`src/rtl/keypad_pkg.sv`:
```
// Shared types and helpers for the 4x4 hex keypad scanner.
package keypad_pkg;

  // Debounce FSM states
  typedef enum logic [1:0] {
    StIdle,
    StDebounce,
    StHeld
  } state_e;

  // Classification of one full scan (MULTI is treated as NONE by the FSM)
  typedef enum logic [1:0] {
    ResNone,
    ResSingle,
    ResMulti
  } scan_res_e;

  // Active-low one-hot column drive patterns
  localparam logic [3:0] COL_0 = 4'b1110;
  localparam logic [3:0] COL_1 = 4'b1101;
  localparam logic [3:0] COL_2 = 4'b1011;
  localparam logic [3:0] COL_3 = 4'b0111;

  // Hex code of a key: row*4 + column
  function automatic logic [3:0] key_code(input logic [1:0] row, input logic [1:0] col);
    return {row, col};
  endfunction

  // Column index to active-low drive pattern
  function automatic logic [3:0] col_drive(input logic [1:0] idx);
    logic [3:0] drive;
    case (idx)
      2'd0:    drive = COL_0;
      2'd1:    drive = COL_1;
      2'd2:    drive = COL_2;
      default: drive = COL_3;
    endcase
    return drive;
  endfunction

endpackage

```
`src/rtl/keypad_scanner_if.sv`:
```
// Board-side keypad pins plus the decoded key outputs.
// master: the scanner; slave: the board model / key consumer.
interface keypad_scanner_if;
  logic [3:0] rows;
  logic [3:0] columns;
  logic [3:0] key;
  logic       key_valid;
  logic       key_strobe;

  modport master (
    input  rows,
    output columns,
    output key,
    output key_valid,
    output key_strobe
  );

  modport slave (
    output rows,
    input  columns,
    input  key,
    input  key_valid,
    input  key_strobe
  );
endinterface

```
`src/rtl/keypad_scan_timer.sv`:
```
// Column dwell prescaler and 4-column ring. sample_en marks the last cycle of
// each dwell; end_of_scan marks the last cycle of column 3's dwell.
module keypad_scan_timer #(
  parameter int unsigned SCAN_DIV = 1024
) (
  input  logic       clock,
  input  logic       reset_n,
  output logic [1:0] col_idx_o,
  output logic       sample_en_o,
  output logic       end_of_scan_o
);

  localparam int unsigned      DivW    = $clog2(SCAN_DIV);
  localparam logic [DivW-1:0]  DivLast = DivW'(SCAN_DIV - 1);

  logic [DivW-1:0] div_q, div_d;
  logic [1:0]      col_q, col_d;
  logic            last_cycle;

  // Prescaler wraps at the end of each dwell and steps the column ring
  always_comb begin
    last_cycle = (div_q == DivLast);
    div_d      = last_cycle ? '0 : div_q + 1'b1;
    col_d      = last_cycle ? col_q + 2'd1 : col_q;
  end

  // Prescaler and ring registers
  always_ff @(posedge clock or negedge reset_n) begin
    if (!reset_n) begin
      div_q <= '0;
      col_q <= '0;
    end else begin
      div_q <= div_d;
      col_q <= col_d;
    end
  end

  assign col_idx_o     = col_q;
  assign sample_en_o   = last_cycle;
  assign end_of_scan_o = last_cycle && (col_q == 2'd3);

endmodule

```
`src/rtl/keypad_scanner.sv`:
```
// 4x4 keypad scanner: strobes columns, synchronizes and samples rows,
// classifies each full scan and debounces press/release over whole scans.
// Optional feature macro: KEYPAD_AUTOREPEAT_EN (auto-repeat strobes while held).
module keypad_scanner
  import keypad_pkg::*;
#(
  parameter int unsigned SCAN_DIV       = 1024,
  parameter int unsigned DEBOUNCE_SCANS = 3,
  parameter int unsigned REPEAT_SCANS   = 64
) (
  input  logic              clock,
  input  logic              reset_n,
  keypad_scanner_if.master  kp
);

  localparam int unsigned     CntW   = $clog2(DEBOUNCE_SCANS + 1);
  localparam logic [CntW-1:0] DebLim = CntW'(DEBOUNCE_SCANS);

  if (SCAN_DIV < 4) begin : g_bad_scan_div
    $error("SCAN_DIV must be at least 4");
  end
  if (DEBOUNCE_SCANS < 1 || DEBOUNCE_SCANS > 255) begin : g_bad_debounce
    $error("DEBOUNCE_SCANS must be in 1..255");
  end
  if (REPEAT_SCANS < 1) begin : g_bad_repeat
    $error("REPEAT_SCANS must be at least 1");
  end

  logic [1:0] col_idx;
  logic       sample_en;
  logic       end_of_scan;

  keypad_scan_timer #(
    .SCAN_DIV (SCAN_DIV)
  ) u_timer (
    .clock         (clock),
    .reset_n       (reset_n),
    .col_idx_o     (col_idx),
    .sample_en_o   (sample_en),
    .end_of_scan_o (end_of_scan)
  );

  assign kp.columns = col_drive(col_idx);

  // Two-flop row synchronizer; idles high like the pulled-up pins
  logic [3:0] rows_meta_q, rows_sync_q;
  always_ff @(posedge clock or negedge reset_n) begin
    if (!reset_n) begin
      rows_meta_q <= 4'hF;
      rows_sync_q <= 4'hF;
    end else begin
      rows_meta_q <= kp.rows;
      rows_sync_q <= rows_meta_q;
    end
  end

  scan_res_e  acc_res_q, merged_res;
  logic [3:0] acc_code_q, merged_code;
  scan_res_e  scan_res_q;
  logic [3:0] scan_code_q;
  logic       scan_done_q;
  logic [3:0] pressed;
  logic [2:0] hits;
  logic [1:0] row_idx;

  // Fold the current column's sample into the running scan result
  always_comb begin
    pressed     = ~rows_sync_q;
    hits        = '0;
    row_idx     = '0;
    merged_res  = acc_res_q;
    merged_code = acc_code_q;
    for (int r = 0; r < 4; r++) begin
      if (pressed[r]) begin
        hits    = hits + 3'd1;
        row_idx = 2'(r);
      end
    end
    if (hits > 3'd1) begin
      merged_res = ResMulti;
    end else if (hits == 3'd1) begin
      if (acc_res_q == ResNone) begin
        merged_res  = ResSingle;
        merged_code = key_code(row_idx, col_idx);
      end else begin
        merged_res = ResMulti;
      end
    end
  end

  // Accumulator, plus a registered per-scan result with a one-cycle done pulse
  always_ff @(posedge clock or negedge reset_n) begin
    if (!reset_n) begin
      acc_res_q   <= ResNone;
      acc_code_q  <= '0;
      scan_res_q  <= ResNone;
      scan_code_q <= '0;
      scan_done_q <= 1'b0;
    end else begin
      scan_done_q <= 1'b0;
      if (sample_en) begin
        if (end_of_scan) begin
          scan_res_q  <= merged_res;
          scan_code_q <= merged_code;
          scan_done_q <= 1'b1;
          acc_res_q   <= ResNone;
          acc_code_q  <= '0;
        end else begin
          acc_res_q  <= merged_res;
          acc_code_q <= merged_code;
        end
      end
    end
  end

  state_e          state_q, state_d;
  logic [3:0]      cand_q, cand_d;
  logic [CntW-1:0] cnt_q, cnt_d, cnt_inc;
  logic [CntW-1:0] rel_q, rel_d, rel_inc;
  logic [3:0]      key_q, key_d;
  logic            valid_q, valid_d;
  logic            strobe_q, strobe_d;
  logic            is_single;
  logic            held_match;
  logic            accept;
  logic            rep_fire;

  assign is_single  = (scan_res_q == ResSingle);
  assign held_match = is_single && (scan_code_q == key_q);

`ifdef KEYPAD_AUTOREPEAT_EN
  localparam int unsigned     RepW   = $clog2(REPEAT_SCANS + 1);
  localparam logic [RepW-1:0] RepLim = RepW'(REPEAT_SCANS);

  logic [RepW-1:0] rep_q, rep_d, rep_inc;

  // Count consecutive matching scans in HELD; anything else clears the count
  always_comb begin
    rep_d    = rep_q;
    rep_fire = 1'b0;
    rep_inc  = rep_q + 1'b1;
    if (scan_done_q) begin
      if (state_q == StHeld && held_match) begin
        if (rep_inc >= RepLim) begin
          rep_fire = 1'b1;
          rep_d    = '0;
        end else begin
          rep_d = rep_inc;
        end
      end else begin
        rep_d = '0;
      end
    end
  end

  // Repeat counter register
  always_ff @(posedge clock or negedge reset_n) begin
    if (!reset_n) begin
      rep_q <= '0;
    end else begin
      rep_q <= rep_d;
    end
  end
`else
  assign rep_fire = 1'b0;
`endif

  // Debounce FSM next-state; acts only on the scan-done pulse
  always_comb begin
    state_d  = state_q;
    cand_d   = cand_q;
    cnt_d    = cnt_q;
    rel_d    = rel_q;
    key_d    = key_q;
    valid_d  = valid_q;
    strobe_d = 1'b0;
    accept   = 1'b0;
    cnt_inc  = (cnt_q >= DebLim) ? cnt_q : cnt_q + 1'b1;
    rel_inc  = (rel_q >= DebLim) ? rel_q : rel_q + 1'b1;
    if (scan_done_q) begin
      case (state_q)
        StIdle: begin
          cnt_d = '0;
          if (is_single) begin
            if (DEBOUNCE_SCANS == 1) begin
              accept = 1'b1;
            end else begin
              cand_d  = scan_code_q;
              cnt_d   = CntW'(1);
              state_d = StDebounce;
            end
          end
        end
        StDebounce: begin
          if (is_single && scan_code_q == cand_q) begin
            if (cnt_inc >= DebLim) begin
              accept = 1'b1;
            end else begin
              cnt_d = cnt_inc;
            end
          end else begin
            state_d = StIdle;
            cnt_d   = '0;
          end
        end
        StHeld: begin
          // A different single key counts toward release, not as a new press
          if (held_match) begin
            rel_d    = '0;
            strobe_d = rep_fire;
          end else if (rel_inc >= DebLim) begin
            rel_d   = '0;
            valid_d = 1'b0;
            state_d = StIdle;
          end else begin
            rel_d = rel_inc;
          end
        end
        default: begin
          state_d = StIdle;
          cnt_d   = '0;
          rel_d   = '0;
        end
      endcase
    end
    if (accept) begin
      key_d    = scan_code_q;
      valid_d  = 1'b1;
      strobe_d = 1'b1;
      state_d  = StHeld;
      cnt_d    = '0;
      rel_d    = '0;
    end
  end

  // FSM and output registers
  always_ff @(posedge clock or negedge reset_n) begin
    if (!reset_n) begin
      state_q  <= StIdle;
      cand_q   <= '0;
      cnt_q    <= '0;
      rel_q    <= '0;
      key_q    <= '0;
      valid_q  <= 1'b0;
      strobe_q <= 1'b0;
    end else begin
      state_q  <= state_d;
      cand_q   <= cand_d;
      cnt_q    <= cnt_d;
      rel_q    <= rel_d;
      key_q    <= key_d;
      valid_q  <= valid_d;
      strobe_q <= strobe_d;
    end
  end

  assign kp.key        = key_q;
  assign kp.key_valid  = valid_q;
  assign kp.key_strobe = strobe_q;

endmodule

```
`src/flat_wrapper.sv`:
```
// flat-port wrapper written by rule: the top's interface ports become plain ports
module keypad_scanner_flat import keypad_pkg::*;
#(
  parameter int unsigned SCAN_DIV       = 1024,
  parameter int unsigned DEBOUNCE_SCANS = 3,
  parameter int unsigned REPEAT_SCANS   = 64
)
  (clock, reset_n, kp_rows, kp_columns, kp_key, kp_key_valid, kp_key_strobe);
  keypad_scanner_if kp_i ();
  input  logic clock;
  input  logic reset_n;
  input wire logic [$bits(kp_i.rows)-1:0] kp_rows;
  output wire logic [$bits(kp_i.columns)-1:0] kp_columns;
  output wire logic [$bits(kp_i.key)-1:0] kp_key;
  output wire logic [$bits(kp_i.key_valid)-1:0] kp_key_valid;
  output wire logic [$bits(kp_i.key_strobe)-1:0] kp_key_strobe;
  assign kp_i.rows = kp_rows;
  assign kp_columns = kp_i.columns;
  assign kp_key = kp_i.key;
  assign kp_key_valid = kp_i.key_valid;
  assign kp_key_strobe = kp_i.key_strobe;
  keypad_scanner #(.SCAN_DIV(SCAN_DIV), .DEBOUNCE_SCANS(DEBOUNCE_SCANS), .REPEAT_SCANS(REPEAT_SCANS)) u_core (.clock(clock), .reset_n(reset_n), .kp(kp_i));
endmodule
```
`config.mk`:
```
export PLATFORM = sky130hd
export DESIGN_NAME = keypad_scanner_flat
export DESIGN_NICKNAME = d
export VERILOG_FILES = /design/src/rtl/keypad_pkg.sv /design/src/rtl/keypad_scanner_if.sv /design/src/rtl/keypad_scan_timer.sv /design/src/rtl/keypad_scanner.sv /design/src/flat_wrapper.sv
export SDC_FILE = /design/constraint.sdc
export NUM_CORES = 1
export LEC_CHECK = 0
export ABC_CLOCK_PERIOD_IN_PS = 3200
export CORE_ASPECT_RATIO = 1.1
export CORE_MARGIN = 10
export CORE_UTILIZATION = 54
export DETAILED_ROUTE_END_ITERATION = 10
export PLACE_DENSITY = 0.74
export SLEW_MARGIN = 20
export SYNTH_ARGS = -nofsm -noshare
export SYNTH_HDL_FRONTEND = slang
export SYNTH_SLANG_ARGS = --single-unit
```
`constraint.sdc`:
```
create_clock -name clock -period 3.2 [get_ports clock]
set_input_delay 0.64 -clock clock [delete_from_list [all_inputs] [get_ports clock]]
set_output_delay 0.64 -clock clock [all_outputs]
set_load 0.01 [all_outputs]
```
# == Word-level counts from Yosys, hierarchy flattened ==
# Index checks and enable logic that the tools add are counted.
# word_totals
ff_bits,49
inputBits,6
# classes
n_addsub,7
order_cmp,5
n_eq_ne,18
muxes,49
bitwise,1
reduce_logical,16
# ops
cell,n
two-way mux 2 bit,22
two-way mux 4 bit,4
two-way mux 1 bit,15
one-hot mux 2 bit (3 select lines),2
one-hot mux 4 bit (3 select lines),1
adder 10 x 1 -> 10 bit (second input constant),1
equality test 10 bit (second input constant),1
two-way mux 10 bit,1
two-way mux 3 bit,3
equality test 4 bit,2
greater-or-equal comparator 2 bit (second input constant),4
adder 2 x 1 -> 2 bit (second input constant),3
adder 3 x 1 -> 3 bit (second input constant),2
equality test 2 x 1 -> 1 bit (second input constant),3
equality test 2 bit (second input constant),3
zero test 2 bit,3
!= test 3 x 1 -> 1 bit (second input constant),2
AND reduction 3 bit,2
nonzero test 2 bit,3
AND reduction 5 bit,1
!= test 2 x 1 -> 1 bit (second input constant),2
!= test 4 x 3 -> 1 bit (second input constant),1
inverter 4 bit,1
one-hot mux 2 bit (2 select lines),1
other kinds (10),13

# == Longest topological paths before layout ==
# logic_depth
word_depth,12
ltp_mapped,11

# == By module ==
# Synthesis repeated with hierarchy kept, for this count alone.
# unflattened
cells_unflattened,232
hier_area_um2,2536.2
# modules_own_cells
mod,n_inst,cells_per_inst,area_per_inst_um2,seq_area_each_um2
keypad_scanner,1,183,1960.6,935.9
keypad_scan_timer,1,49,575.6,300.3

# == Worst setup path after synthesis ==
# No wires, ideal clock.
# synth_path
kind,register to register
start,reg u_core.rows_sync_q[0]
end,reg u_core.scan_code_q[0]
setup_ns,0.150
arrival_time_ns,2.318
setup_slack_ns,0.731
stages_incl_launch_ff,11
synth_period_minus_slack_ns,2.469
cell_sequence,dfstp_2 -> inv_1 -> ha_1 -> xnor2_1 -> ha_1 -> and2b_1 -> a221oi_1 -> and3_1 -> buf_6 -> mux2i_1 -> a21oi_1
# synth_between
elab_chain_cells,11
elab_cells_between_ends,12
# synth_rtl
item,line,text
from (decl),keypad_scanner.sv:46,"logic [3:0] rows_meta_q, rows_sync_q;"
from (signal assigned),keypad_scanner.sv:53,rows_sync_q <= rows_meta_q;
inverter 4 bit *,keypad_scanner.sv:68,pressed = ~rows_sync_q;
two-way mux 1 bit *,keypad_scanner.sv:74,if (pressed[r]) begin
adder 1 x 1 -> 2 bit,keypad_scanner.sv:75,hits = hits + 3'd1;
two-way mux 3 bit *,keypad_scanner.sv:74,
adder 3 x 1 -> 3 bit,keypad_scanner.sv:75,
two-way mux 3 bit *,keypad_scanner.sv:74,
adder 3 x 1 -> 3 bit,keypad_scanner.sv:75,
two-way mux 3 bit *,keypad_scanner.sv:74,
"parallel branches: the longest is 2 deep, another holds > comparator 3 x 1 -> 1 bit",n/a,
two-way mux 4 bit *,keypad_scanner.sv:79,if (hits > 3'd1) begin
to (signal assigned),keypad_scanner.sv:104,scan_code_q <= merged_code;
to (decl),keypad_scanner.sv:60,logic [3:0] scan_code_q;
# Mark *: on every way between the ends.
# A chain may end at the register's enable or synchronous reset.

# == Worst setup path after layout ==
# layout_path
start,reg u_core.rows_sync_q[0]
end,reg u_core.scan_code_q[1]
# The elaborated chain is that of the path after synthesis.

==> impl_metrics.env <==
export IMPL_drv_cap=0
export IMPL_finalCriticalPeriod_ns=2.80
export IMPL_critPathMaxFanout=7
export IMPL_r2r_start="u_core.rows_sync_q[0]$_DFF_PN1_"
export IMPL_ys_async_sr_fraction_pct=100
export IMPL_setup_viol_count_final=0
export IMPL_avgViaCountPerCell=5.69
export IMPL_rows=25
export IMPL_finalSetupTns_ns=0
export IMPL_cts_buffers=5
export IMPL_status="finished, final reports clean"
export IMPL_die_width_um=82.9
export IMPL_post_cts_resized=0
export IMPL_wl_per_cell_um=14.0
export IMPL_grt_pass1_wl_um=7130
export IMPL_hold_path_class="primary input to asynchronous set/reset pin"
export IMPL_synthMuxAreaShare_pct=4.68
export IMPL_ir_drop_uv=329
export IMPL_synthCells=216
export IMPL_yosys_area_share_xor_xnor_pct=7.66
export IMPL_antenna_found_initial=0
export IMPL_antennaDiodeCount=0
export IMPL_clk_transition_reported_paths_ns=0.09
export IMPL_grt_usage_pct=11.6
export IMPL_yosys_most_used_dff="dfrtp_1"
export IMPL_fmax_mhz=357
export IMPL_h_tree_depth=2
export IMPL_routabilityCongestion=0.810
export IMPL_worstSetupEndpointType="flip-flop"
export IMPL_required_ns=3.35
export IMPL_cts_hold_buf=0
export IMPL_syn_mean_instance_area_sq_um=10.9
export IMPL_synth_edf_count=0
export IMPL_synth_area_sq_mm=0.00235
export IMPL_detailed_place_hpwl_um=2920
export IMPL_synth_top_cell_area_share_pct=43.6
export IMPL_maxSlewViolCount=0
export IMPL_top_level_ports=16
export IMPL_grt_pass1_vias=1634
export IMPL_synth_top_family_by_area="simple AND/OR/NAND/NOR gates"
export IMPL_die_area_sq_mm=0.00740
export IMPL_grt_ovfl_total=0
export IMPL_synthesis_nets=230
export IMPL_seq_area_frac_synth_pct=52.6
export IMPL_synthSimpleGateAreaFrac_pct=17.5
export IMPL_power_leakage_nw=1.18
export IMPL_startpoint_type="flip-flop"
export IMPL_relSlewSlack_pct=54.2
export IMPL_clockBufferDepth=2
export IMPL_synth_seq_cells=49
export IMPL_die_y_um=89.2
export IMPL_synth_adder_area_share_pct=4.26
export IMPL_tightest_slew_ns=0.681
export IMPL_grt_max_degree=50
export IMPL_stdcell_area_sq_mm=0.00267
export IMPL_nets=250
export IMPL_area_delta_synth_final_pct=13.5
export IMPL_drt_iter0_drc=61
export IMPL_period_share_pct=87.6
export IMPL_drive_above_1_share_pct=14.3
export IMPL_synth_area_leaders="dfrtp_1, dfstp_2, xnor2_1, ha_1, mux2_2"
export IMPL_yosys_cell_count_top_type="dfrtp_1"
export IMPL_ys_warn_count=0
export IMPL_dr_pass1_iters=5
export IMPL_cts_sinks=49
export IMPL_fin_worst_skew_ns=0.00868
export IMPL_clk_insertion_delay_late_ns=0.29
export IMPL_synth_compound_gate_area_share_pct=10.2
export IMPL_ys_types=47
export IMPL_path_class="flip-flop to flip-flop"
export IMPL_io_buffers=15
export IMPL_core_area_sq_mm=0.00425
export IMPL_multiInputGateArea_sq_mm=0.00104
export IMPL_placed_area_sq_mm=0.00255
export IMPL_cts_setup_buffers=0
export IMPL_worstPathArrival_ns=2.96
export IMPL_grt_setup_unrepaired="no"
export IMPL_power_density_mw_per_mm2=431
export IMPL_synth_top_cell_by_area="dfrtp_1"
export IMPL_cts_tree="done"
export IMPL_synth_common_cells="dfrtp_1, nand2_1, nor2_1"
export IMPL_postRouteWirelength_um=4060
export IMPL_nFillCells=369
export IMPL_finalHoldViolations=0
export IMPL_cp_startpoint="u_core.rows_sync_q[0]$_DFF_PN1_"
export IMPL_ff_latch_area_sq_mm=0.00124
export IMPL_start_util_pct=55.3
export IMPL_cts_root_buf="clkbuf_8"
export IMPL_vias=1657
export IMPL_detail_route_antenna_nets=0
export IMPL_drc=0
-- layout by cell type (no fill, tap or decap), types with 2 or more instances in the layout --
cell,netlist,final
and4_1,2,2
nand2_1,19,19
o221ai_1,2,2
clkdlybuf4s50_1,0,14
ha_1,8,8
mux2i_1,2,2
o21ai_0,8,8
o31ai_1,2,2
a21oi_1,6,6
dfstp_2,8,8
nor2b_1,6,6
nor3_1,6,6
inv_1,13,13
o211ai_1,2,2
nand4_1,3,3
buf_4,0,2
o2bb2ai_1,4,4
a22o_1,3,3
clkbuf_8,0,6
xor2_1,4,4
nand3_1,7,7
xnor2_1,14,14
nor2_1,19,19
dfrtp_1,41,41
mux2_2,8,8
nor3_2,3,3
and3_1,2,2
-- final timing paths --
kind / end / slack, ns / depth (start not counted)
setup / recovery: u_core.scan_code_q[1]$_DFFE_PN0P_ / 0.40 / 9
hold / removal: u_core.kp.key_strobe$_DFF_PN0_ / 0.34 / 1
setup reg to reg: u_core.scan_code_q[1]$_DFFE_PN0P_ / 0.40 / 9
hold reg to reg: u_core.rows_sync_q[3]$_DFF_PN1_ / 0.36 / 0
max in group asynchronous: u_core.acc_res_q[0]$_DFFE_PN0N_ / 2.46 / 1
min in group clock: u_core.rows_sync_q[3]$_DFF_PN1_ / 0.36 / 0
-- flip-flops by register name, indices dropped and copies added (netlist names), 4 cells and up --
signal                cells
u_core.acc_code_q         4
u_core.scan_code_q        4
u_core.rows_sync_q        4
u_core.kp.key             4
u_core.cand_q             4
u_core.rows_meta_q        4
u_core.u_timer.div_q     10
-- metal layers --
layer	routed length [um]	GRT usage, %	vias up
li1	-	-	789
met3	287	4.56	6
met4	73	4.95	0
met2	1990	20.3	46
met1	1710	12.4	816
met5	0	0	-
-- critical path, cell delays in order (launching register included) --
cell      delay, ns
dfstp_2        0.54
inv_1          0.04
ha_1           0.36
xnor2_1        0.16
ha_1           0.22
and2b_1        0.18
a221oi_1       0.41
and3_1         0.42
mux2i_1        0.25
a21oi_1        0.08
-- through the flow --
stage / hold slack [ns] / util [%] / setup WS, ns / total power (W) / cells
2_1_floorplan: 0.344 / - / 0.731 / 0.000692 / 216
3_3_place_gp: 0.346 / 60.0 / 0.535 / 0.000712 / 283
3_5_place_dp: 0.348 / 60.0 / 0.489 / 0.000713 / 283
4_1_cts: 0.360 / 62.7 / 0.410 / 0.00116 / 291
5_1_grt: 0.362 / 62.8 / 0.221 / 0.00120 / 291
6_report: 0.335 / 62.8 / 0.396 / 0.00115 / 291
-- cells by family after synthesis --
group                      Yosys count
and+or+nand+nor                     78
AOI/OAI and AO/OA                   35
xor gates and xnor gates            19
adders and majority gates            8
DFF                                 49
buffers and inverters               17
muxes                               10
-- power by group --
group / internal (W) / switching, W
Clock: 0.000255 / 0.000192
Combinational: 0.0000281 / 0.0000415
Sequential: 0.000628 / 0.00000526
-- final cells by class --
class                   instances  area share, %
flip-flops and latches         49           46.3
multi-input cells             150           39.0
repair buffers                 16           5.81
clock buffers                   7           3.23
well taps                      54           2.53
inverters                      14           1.97
clock inverters                 1           1.12
Note: power is estimated with default switching activity, not from simulation.
